File: src/rtl/modem_pkg.sv
// Shared modem definitions: the transmit/receive FSM state encoding and the
// reflected-Gray encoder used by both the transmitter and the receive-side decoder.
package modem_pkg;

  // Frame sequencer states: IDLE waits for a symbol, SEND emits the marker bit
  // and payload, STOP emits the idle-level stop bits.
  typedef enum logic [1:0] {
    IDLE = 2'd0,
    SEND = 2'd1,
    STOP = 2'd2
  } state_t;

  // Widest payload the shared helpers support.
  localparam int MODEM_MAX_W = 16;

  // Reflected binary Gray code: g = d ^ (d >> 1).
  function automatic logic [MODEM_MAX_W-1:0] gray_enc(input logic [MODEM_MAX_W-1:0] d);
    return d ^ (d >> 1);
  endfunction

endpackage

File: src/rtl/serial_code_tx_if.sv
// Symbol input bus of the serial code-word transmitter.
//
// Handshake: a transfer happens on every rising clk edge where s_valid and
// s_ready are both 1. The master holds s_valid, s_data, gray_en and msb_first
// stable until that edge; s_valid may be raised without waiting for s_ready.
// s_ready never depends combinationally on s_valid.
interface serial_code_tx_if #(
  parameter int DATA_W = 4
);
  logic              s_valid;
  logic              s_ready;
  logic [DATA_W-1:0] s_data;
  logic              gray_en;
  logic              msb_first;

  modport master (
    output s_valid, s_data, gray_en, msb_first,
    input  s_ready
  );

  modport slave (
    input  s_valid, s_data, gray_en, msb_first,
    output s_ready
  );
endinterface

File: src/rtl/baud_tick_gen.sv
// Bit-rate tick generator in the clk domain: emits a one-cycle tick every
// BAUD_DIV clocks, restarting its count whenever clear_i is high.
module baud_tick_gen #(
  parameter int BAUD_DIV = 500000
) (
  input  logic clk,
  input  logic rst_n,
  input  logic clear_i,
  output logic tick_o
);

  localparam int CNT_W = $clog2(BAUD_DIV);
  localparam logic [CNT_W-1:0] CNT_LAST = CNT_W'(BAUD_DIV - 1);

  logic [CNT_W-1:0] cnt_q;
  logic [CNT_W-1:0] cnt_d;

  // Next count: clear restarts the period so the following bit is a full one.
  always_comb begin
    cnt_d = cnt_q + 1'b1;
    if (clear_i || (cnt_q == CNT_LAST)) begin
      cnt_d = '0;
    end
  end

  // Period counter register.
  always_ff @(posedge clk or negedge rst_n) begin
    if (!rst_n) begin
      cnt_q <= '0;
    end else begin
      cnt_q <= cnt_d;
    end
  end

  assign tick_o = !clear_i && (cnt_q == CNT_LAST);

endmodule

File: src/rtl/serial_code_tx.sv
// Serial code-word transmitter: accepts a symbol, encodes it as binary or
// Gray (or the all-ones escape for out-of-range values), and sends
// marker bit + payload + stop bits on dout, one bit per BAUD_DIV clocks.
module serial_code_tx
  import modem_pkg::*;
#(
  parameter int DATA_W    = 4,
  parameter int MAX_VAL   = 9,
  parameter int BAUD_DIV  = 500000,
  parameter int STOP_BITS = 1
) (
  input  logic              clk,
  input  logic              rst_n,
  serial_code_tx_if.slave   s,
  output logic              dout,
  output logic              busy,
  output logic              frame_done,
  output logic              range_err,
  output state_t            state_dbg
);

  localparam int BCW = $clog2(DATA_W + STOP_BITS + 1);
  localparam logic [BCW-1:0] BIT_PAYLOAD_LAST = BCW'(DATA_W);
  localparam logic [BCW-1:0] BIT_FRAME_LAST   = BCW'(DATA_W + STOP_BITS);

  state_t            state_q;
  logic              s_ready_q;
  logic              dout_q;
  logic              busy_q;
  logic              frame_done_q;
  logic              range_err_q;
  logic [DATA_W-1:0] sh_q;
  logic              msb_q;
  logic [BCW-1:0]    bit_cnt_q;

  logic                   accept;
  logic                   tick;
  logic                   esc_d;
  logic [MODEM_MAX_W-1:0] gray_full;
  logic [DATA_W-1:0]      payload_d;
  logic                   unused_gray_bits;

  assign accept = s.s_valid && s_ready_q;

  // Bit-period timing restarts at acceptance so the marker bit is a full period.
  baud_tick_gen #(
    .BAUD_DIV (BAUD_DIV)
  ) u_tick (
    .clk     (clk),
    .rst_n   (rst_n),
    .clear_i (accept),
    .tick_o  (tick)
  );

  // Payload as it will be latched on acceptance: escape, Gray or binary.
  always_comb begin
    gray_full = gray_enc(MODEM_MAX_W'(s.s_data));
    esc_d     = (32'(s.s_data) > 32'(MAX_VAL));
    payload_d = s.gray_en ? gray_full[DATA_W-1:0] : s.s_data;
    if (esc_d) begin
      payload_d = '1;
    end
  end

  // Upper Gray bits beyond DATA_W are don't-care for narrow payloads.
  assign unused_gray_bits = ^gray_full;

  // Frame sequencer with registered line, status and handshake outputs.
  always_ff @(posedge clk or negedge rst_n) begin
    if (!rst_n) begin
      state_q      <= IDLE;
      s_ready_q    <= 1'b0;
      dout_q       <= 1'b0;
      busy_q       <= 1'b0;
      frame_done_q <= 1'b0;
      range_err_q  <= 1'b0;
      sh_q         <= '0;
      msb_q        <= 1'b0;
      bit_cnt_q    <= '0;
    end else begin
      frame_done_q <= 1'b0;
      range_err_q  <= 1'b0;
      case (state_q)
        IDLE: begin
          if (accept) begin
            state_q     <= SEND;
            s_ready_q   <= 1'b0;
            busy_q      <= 1'b1;
            dout_q      <= 1'b1;
            sh_q        <= payload_d;
            msb_q       <= s.msb_first;
            bit_cnt_q   <= '0;
            range_err_q <= esc_d;
          end else begin
            s_ready_q <= 1'b1;
            busy_q    <= 1'b0;
            dout_q    <= 1'b0;
          end
        end
        SEND: begin
          if (tick) begin
            if (bit_cnt_q == BIT_PAYLOAD_LAST) begin
              if (STOP_BITS == 0) begin
                state_q      <= IDLE;
                s_ready_q    <= 1'b1;
                busy_q       <= 1'b0;
                frame_done_q <= 1'b1;
                bit_cnt_q    <= '0;
              end else begin
                state_q   <= STOP;
                bit_cnt_q <= bit_cnt_q + 1'b1;
              end
              dout_q <= 1'b0;
            end else begin
              dout_q    <= msb_q ? sh_q[DATA_W-1] : sh_q[0];
              sh_q      <= msb_q ? (sh_q << 1) : (sh_q >> 1);
              bit_cnt_q <= bit_cnt_q + 1'b1;
            end
          end
        end
        STOP: begin
          dout_q <= 1'b0;
          if (tick) begin
            if (bit_cnt_q == BIT_FRAME_LAST) begin
              state_q      <= IDLE;
              s_ready_q    <= 1'b1;
              busy_q       <= 1'b0;
              frame_done_q <= 1'b1;
              bit_cnt_q    <= '0;
            end else begin
              bit_cnt_q <= bit_cnt_q + 1'b1;
            end
          end
        end
        default: begin
          state_q   <= IDLE;
          s_ready_q <= 1'b0;
          busy_q    <= 1'b0;
          dout_q    <= 1'b0;
        end
      endcase
    end
  end

  assign s.s_ready  = s_ready_q;
  assign dout       = dout_q;
  assign busy       = busy_q;
  assign frame_done = frame_done_q;
  assign range_err  = range_err_q;
  assign state_dbg  = state_q;

endmodule

File: src/flat_wrapper.sv
// flat-port wrapper written by rule: the top's interface ports become plain ports
module serial_code_tx_flat import modem_pkg::*;
#(
  parameter int DATA_W    = 4,
  parameter int MAX_VAL   = 9,
  parameter int BAUD_DIV  = 500000,
  parameter int STOP_BITS = 1
)
  (clk, rst_n, dout, busy, frame_done, range_err, state_dbg, s_s_valid, s_s_data, s_gray_en, s_msb_first, s_s_ready);
  serial_code_tx_if #(.DATA_W(DATA_W)) s_i ();
  input  logic clk;
  input  logic rst_n;
  output logic dout;
  output logic busy;
  output logic frame_done;
  output logic range_err;
  output state_t state_dbg;
  input wire logic [$bits(s_i.s_valid)-1:0] s_s_valid;
  input wire logic [$bits(s_i.s_data)-1:0] s_s_data;
  input wire logic [$bits(s_i.gray_en)-1:0] s_gray_en;
  input wire logic [$bits(s_i.msb_first)-1:0] s_msb_first;
  output wire logic [$bits(s_i.s_ready)-1:0] s_s_ready;
  assign s_i.s_valid = s_s_valid;
  assign s_i.s_data = s_s_data;
  assign s_i.gray_en = s_gray_en;
  assign s_i.msb_first = s_msb_first;
  assign s_s_ready = s_i.s_ready;
  serial_code_tx #(.DATA_W(DATA_W), .MAX_VAL(MAX_VAL), .BAUD_DIV(BAUD_DIV), .STOP_BITS(STOP_BITS)) u_core (.clk(clk), .rst_n(rst_n), .s(s_i), .dout(dout), .busy(busy), .frame_done(frame_done), .range_err(range_err), .state_dbg(state_dbg));
endmodule
File: config.mk
export PLATFORM = sky130hd
export DESIGN_NAME = serial_code_tx_flat
export DESIGN_NICKNAME = d
export VERILOG_FILES = /design/src/rtl/modem_pkg.sv /design/src/rtl/serial_code_tx_if.sv /design/src/rtl/baud_tick_gen.sv /design/src/rtl/serial_code_tx.sv /design/src/flat_wrapper.sv
export SDC_FILE = /design/constraint.sdc
export NUM_CORES = 1
export LEC_CHECK = 0
export BUFFER_PORTS_ARGS = -buffer_cell sky130_fd_sc_hd__buf_2
export CAP_MARGIN = 40
export CORE_UTILIZATION = 48
export CTS_BUF_LIST = sky130_fd_sc_hd__clkbuf_2
export DETAILED_ROUTE_END_ITERATION = 10
export PLACE_DENSITY_LB_ADDON = 0.2
export REMOVE_ABC_BUFFERS = 1
export SLEW_MARGIN = 15
export SYNTH_ARGS = -nofsm -noshare
export SYNTH_HDL_FRONTEND = slang
export SYNTH_HIERARCHICAL = 1
export SYNTH_SLANG_ARGS = --single-unit
File: constraint.sdc
create_clock -name clk -period 3.3 [get_ports clk]
set_clock_uncertainty 0.2 [all_clocks]
set_input_delay 0.66 -clock clk [delete_from_list [all_inputs] [get_ports clk]]
set_output_delay 0.66 -clock clk [all_outputs]
set_load 0.1 [all_outputs]
Yosys cells after proc, flatten, opt, wreduce, memory -nomap -nowiden
Index checks and enable logic that the tools add are counted.

Register bits: 34. Input port bits: 9. Output and inout port bits: 7. Logic and storage cells: 74.

Add/sub/neg operators: 2. Magnitude comparators: 1. Equal/unequal tests: 11. Mux-type cells: 36. Bitwise gates (word level): 2. Reductions and logical operators: 12.

Operator list (count): 4-bit two-way mux (6); 19-bit by 1-bit adder with 19-bit output (second input constant) (1); 19-bit equality test (second input constant) (1); 19-bit two-way mux (1); 1-bit two-way mux (14); 3-bit two-way mux (4); 2-bit two-way mux (5); 3-bit one-hot mux with 3 select lines (1); 2-bit by 1-bit inequality test with 1-bit output (second input constant) (4); 4-bit one-hot mux with 2 select lines (1); 4-bit AND reduction (2); 3-bit equality test (second input constant) (2); 1-bit one-hot mux with 3 select lines (2); 2-bit one-hot mux with 3 select lines (1); 5-bit AND reduction (1); 4-bit > comparator (second input constant) (1); 2-bit inequality test (second input constant) (2); 4-bit by 3-bit XOR with 4-bit output (1); 3-bit by 1-bit adder with 3-bit output (second input constant) (1); 3-bit AND reduction (1); 3-bit nonzero test (1); 2-bit by 1-bit equality test with 1-bit output (second input constant) (1); 2-bit equality test (second input constant) (1); 1-bit logical AND (2); other kinds (7) (7).

Depth between registers and ports, before layout
Depth after elaboration: 5. Depth in mapped cells: 9.

Modules after synthesis
The synthesis kept the hierarchy.

Modules (own cells, without submodules): serial_code_tx (instances 1, cells an instance 105, area an instance 1058.5 um^2); baud_tick_gen (instances 1, cells an instance 98, area an instance 988.4 um^2).

Worst setup path after synthesis
Ideal clock, no wire load.

Path kind: register to register. Start: register u_core.state_q[0] (netlist: u_core/state_dbg[0]). End: register u_core.sh_q[0]. Setup time: 0.128 ns. Arrival time: 2.231 ns. Path slack: 0.742 ns. Cell stages (with the launch flop): 6. Buffers on the path: 0. Period minus slack after synthesis: 2.558 ns. Path through: dfrtp_1 -> inv_1 -> ha_1 -> a21boi_4 -> a21oi_2 -> mux2_1.

Cells in the longest elaborated chain, start to end: 3.

RTL lines: start, declared (RTL line serial_code_tx.sv:26) `state_t state_q;`; start signal, assigned (RTL line serial_code_tx.sv:71) `state_q <= IDLE;`; start signal, assigned (RTL line serial_code_tx.sv:86) `state_q <= SEND;`; start signal, assigned (RTL line serial_code_tx.sv:104) `state_q <= IDLE;`; 2-bit by 1-bit equality test with 1-bit output / 2-bit logical NOT (equally long branches) (RTL line serial_code_tx.sv:83) `case (state_q)`; 2-bit inequality test (no line) (tied with other cells); 4-bit AND reduction (no line); end signal, assigned (RTL line serial_code_tx.sv:90) `sh_q <= payload_d;`; end signal, assigned (RTL line serial_code_tx.sv:116) `sh_q <= msb_q ? (sh_q << 1) : (sh_q >> 1);`; end, declared (RTL line serial_code_tx.sv:32) `logic [DATA_W-1:0] sh_q;`.

Several ways; a longest one is shown, not always the timed one. A chain may end at the register's enable or synchronous reset.

Worst setup path after layout
Start: register u_core.u_tick.cnt_q[0]. End: register u_core.sh_q[2].

Cells in the longest elaborated chain, start to end: 4.

RTL lines: start, declared (RTL line baud_tick_gen.sv:15) `logic [CNT_W-1:0] cnt_q;`; start signal, assigned (RTL line baud_tick_gen.sv:31) `cnt_q <= cnt_d;`; 19-bit equality test (RTL line baud_tick_gen.sv:35) `assign tick_o = !clear_i && (cnt_q == CNT_LAST);`; 1-bit logical AND (RTL line baud_tick_gen.sv:35); via u_core.tick (RTL line serial_code_tx.sv:37) `logic tick;`; 2-bit by 1-bit inequality test with 1-bit output (no line); 4-bit AND reduction (no line).

The timed path passes the listed nets, and every way through them passes these cells.

==> flow_summary.ini <==
[logic_synthesis]
synth_top_family_by_area = simple AND/OR/NAND/NOR gates
synth-compound-area-share_pct = 14.9
syn_inst = 203
synth-simple-area-share_pct = 21.6
synth_fa_ha_area_share_pct = 8.56
seq_area_frac_synth_pct = 41.6
yosys_warnings = 6
syn_area_um2 = 2050
ys_ff_latch = 34
synth_cell_types = 51
synth.avg_cell_area_um2 = 10.1
muxShareOfSynthArea_pct = 4.77
ys.flop_type = dfrtp_1
synth_edf_count = 0
postSynth.asyncResetShare_pct = 100
yosys.area_share.xor_xnor_pct = 5.13

[drt]
ant_nets = 0
vias = 1550
wl_per_cell_um = 14.8
drc_errors = 0
drtPass1Iterations = 4
via_per_inst = 5.76
routed_wl_um = 3970
drt_iter0_drc = 76

[clock_tree]
holdBufCountCts = 0
cts_tree = built
clkLatencyLatePin_ns = 0.36
cts.clk_slew.worst_paths_ns = 0.16
cts_buffer_depth = 2
cts_repair_resize_count = 0
cts_num_sinks = 34
post_cts_buffers = 0
h-tree-depth = 2
cts-root-buf = clkbuf_2
cts_buffers = 5

[power_and_ir_drop]
power.density_nw_per_um2 = 718
p_sw_uw = 744
finalPower_mw = 1.57
p_clk_share_pct = 10.6
swShare_pct = 47.3
p_seq_share_pct = 38.6
p_leak_nw = 1.00
comb_power_share_pct = 50.8
p_int_uw = 828
ir_drop_mv = 0.469

[final_layout]
nNetsFinal = 243
n_antenna_cell = 0
fin_util_pct = 53.9
fillCellCount = 375
drive_above_1_share_pct = 16.9
syn2layout_area_growth_pct = 6.85
stdcell_count = 269

[grt]
grt_max_degree = 35
grt_usage_pct = 20.6
grt_pass1_vias = 1573
grt_pass1_wl_um = 6900
overflow = 0
antenna_found_initial = 0

[setup_path]
worstPathMaxFanout = 5
cp.required_ns = 3.34
worstPathArrival_ns = 2.60
crit_path_end_kind = register
crit_type = reg2reg
start_kind = register

[timing]
slew_headroom_pct = 50.2
whs_ns = 0.143
setup_tns_ns = 0
period_minus_slack_ns = 2.56
fin_crit_sh_pct = 77.5
tightestPinTransition_ns = 0.747
finalHoldViolCount = 0
finalSetupViolCount = 0
rsz0062_at_grt = false
final_max_slew_viol_count = 0
fmax_mhz = 391

[placed_design]
hpwlAfterDp_um = 2950
place_inst = 263
port_buffers = 15
gp_congestion = 0.829

[floorplan]
die-area_um2 = 4530
initial_core_util_pct = 50.4
die_h_um = 67.3
rows = 23
coreArea_um2 = 4060
die_w_um = 67.3
num_io_pins = 16

[flow_run]
drv_cap = 0

[hold_path]
hp-class = in2async

[run_status]
status = finished, final reports clean
## cells by family (layout without fill, tap and decap cells)
| logic type | after synthesis | count (layout) |
|---|---|---|
| XOR/XNOR | 12 | 12 |
| flip-flops | 34 | 34 |
| multiplexers | 9 | 9 |
| buffers and inverters | 17 | 33 |
| AND/OR/NAND/NOR | 78 | 78 |
| adder cells (fa/ha/maj) | 14 | 14 |
| AO/OA/AOI/OAI | 39 | 39 |
## flip-flops by register name, indices dropped and copies added, names as in the netlist, 2 cells and up
name,cells
u_core/u_tick/cnt_q,19
u_core/state_dbg,2
u_core/bit_cnt_q,3
u_core/sh_q,4
## critical path, cell delays in order, from the launching register on
cell	delay, ns
dfrtp_1	0.42
ha_1	0.24
and4_4	0.27
and2_1	0.15
nand4_1	0.10
nor2_1	0.28
nand3_1	0.15
a21oi_2	0.27
mux2_1	0.36
## synthesized netlist by cell type (2+ instances only)
cell,n,area (um^2)
xnor2_1,2,17.5
xor2_1,10,87.6
nand2_1,15,56.3
a21oi_1,6,30.0
mux2_1,5,56.3
a21boi_1,2,15.0
nor2b_1,4,25.0
mux2i_1,3,30.0
nor2_1,19,71.3
nand2b_1,3,18.8
o31ai_1,2,15.0
o21ai_1,5,25.0
inv_1,12,45.0
dfrtp_1,34,851
nor4_1,2,12.5
and4_4,2,22.5
nand3_1,10,50.1
or3_2,2,15.0
nand4_1,9,56.3
a21oi_2,2,17.5
buf_2,3,15.0
a22oi_1,4,30.0
o21ai_0,6,30.0
ha_1,14,175
## layout by cell type, fill, tap and decap left out, drive strengths merged, types with 4 or more instances in the layout
cell     n
a21boi   4
a21oi    8
a22oi    4
buf     15
clkbuf   5
dfrtp   34
ha      14
inv     12
mux2     6
nand2   16
nand3   10
nand4   10
nor2    19
nor2b    4
o21ai   11
xor2    10
## per-stage QoR
stage | area [um^2] | setup slack [ns]
after floorplan | 2020 | 0.742
after global placement | 2160 | 0.919
after detailed placement | 2160 | 0.797
after CTS | 2190 | 0.748
after global routing | 2190 | 0.604
final | 2190 | 0.741
## final timing paths
kind	from	endpoint	slack, ns	depth (start not counted)
setup / recovery	u_core/u_tick/cnt_q[0]$_DFF_PN0_	u_core/sh_q[2]$_DFFE_PN0P_	0.74	8
hold / removal	rst_n	u_core/s.s_ready$_DFFE_PN0P_	0.14	1
setup reg to reg	u_core/u_tick/cnt_q[0]$_DFF_PN0_	u_core/sh_q[2]$_DFFE_PN0P_	0.74	8
hold reg to reg	u_core/u_tick/cnt_q[0]$_DFF_PN0_	u_core/u_tick/cnt_q[0]$_DFF_PN0_	0.30	1
max in group asynchronous	rst_n	u_core/sh_q[2]$_DFFE_PN0P_	2.27	1
min in group clk	u_core/u_tick/cnt_q[0]$_DFF_PN0_	u_core/u_tick/cnt_q[0]$_DFF_PN0_	0.30	1
## metal layers
metal  GRT usage [%]  routed length, um  up-vias
li1                -                  -      758
met1            26.3               1890      766
met2            33.9               1940       21
met3            4.56                100        5
met4            7.71                 40        0
met5               0                  0        -
## power by group through the flow
stage          Combinational, mW  Clock (mW)  Sequential, mW
2_1_floorplan              0.474           0           0.771
3_5_place_dp               0.800           0           0.614
5_1_grt                    0.871       0.195           0.623
6_report                   0.798       0.167           0.606
3_3_place_gp               0.771           0           0.603
4_1_cts                    0.803       0.180           0.606
## cell type report
class | instances | area (um^2) | share of cell area [%]
tap | 50 | 62.6 | 2.86
timing repair buffer | 15 | 75.1 | 3.43
clock buffer | 5 | 25.0 | 1.14
inverter | 12 | 45.0 | 2.06
clock inverter | 1 | 3.75 | 0.172
multi-input combinational | 152 | 1120 | 51.4
sequential | 34 | 851 | 38.9
No activity file was read; power rests on OpenSTA's default activity.
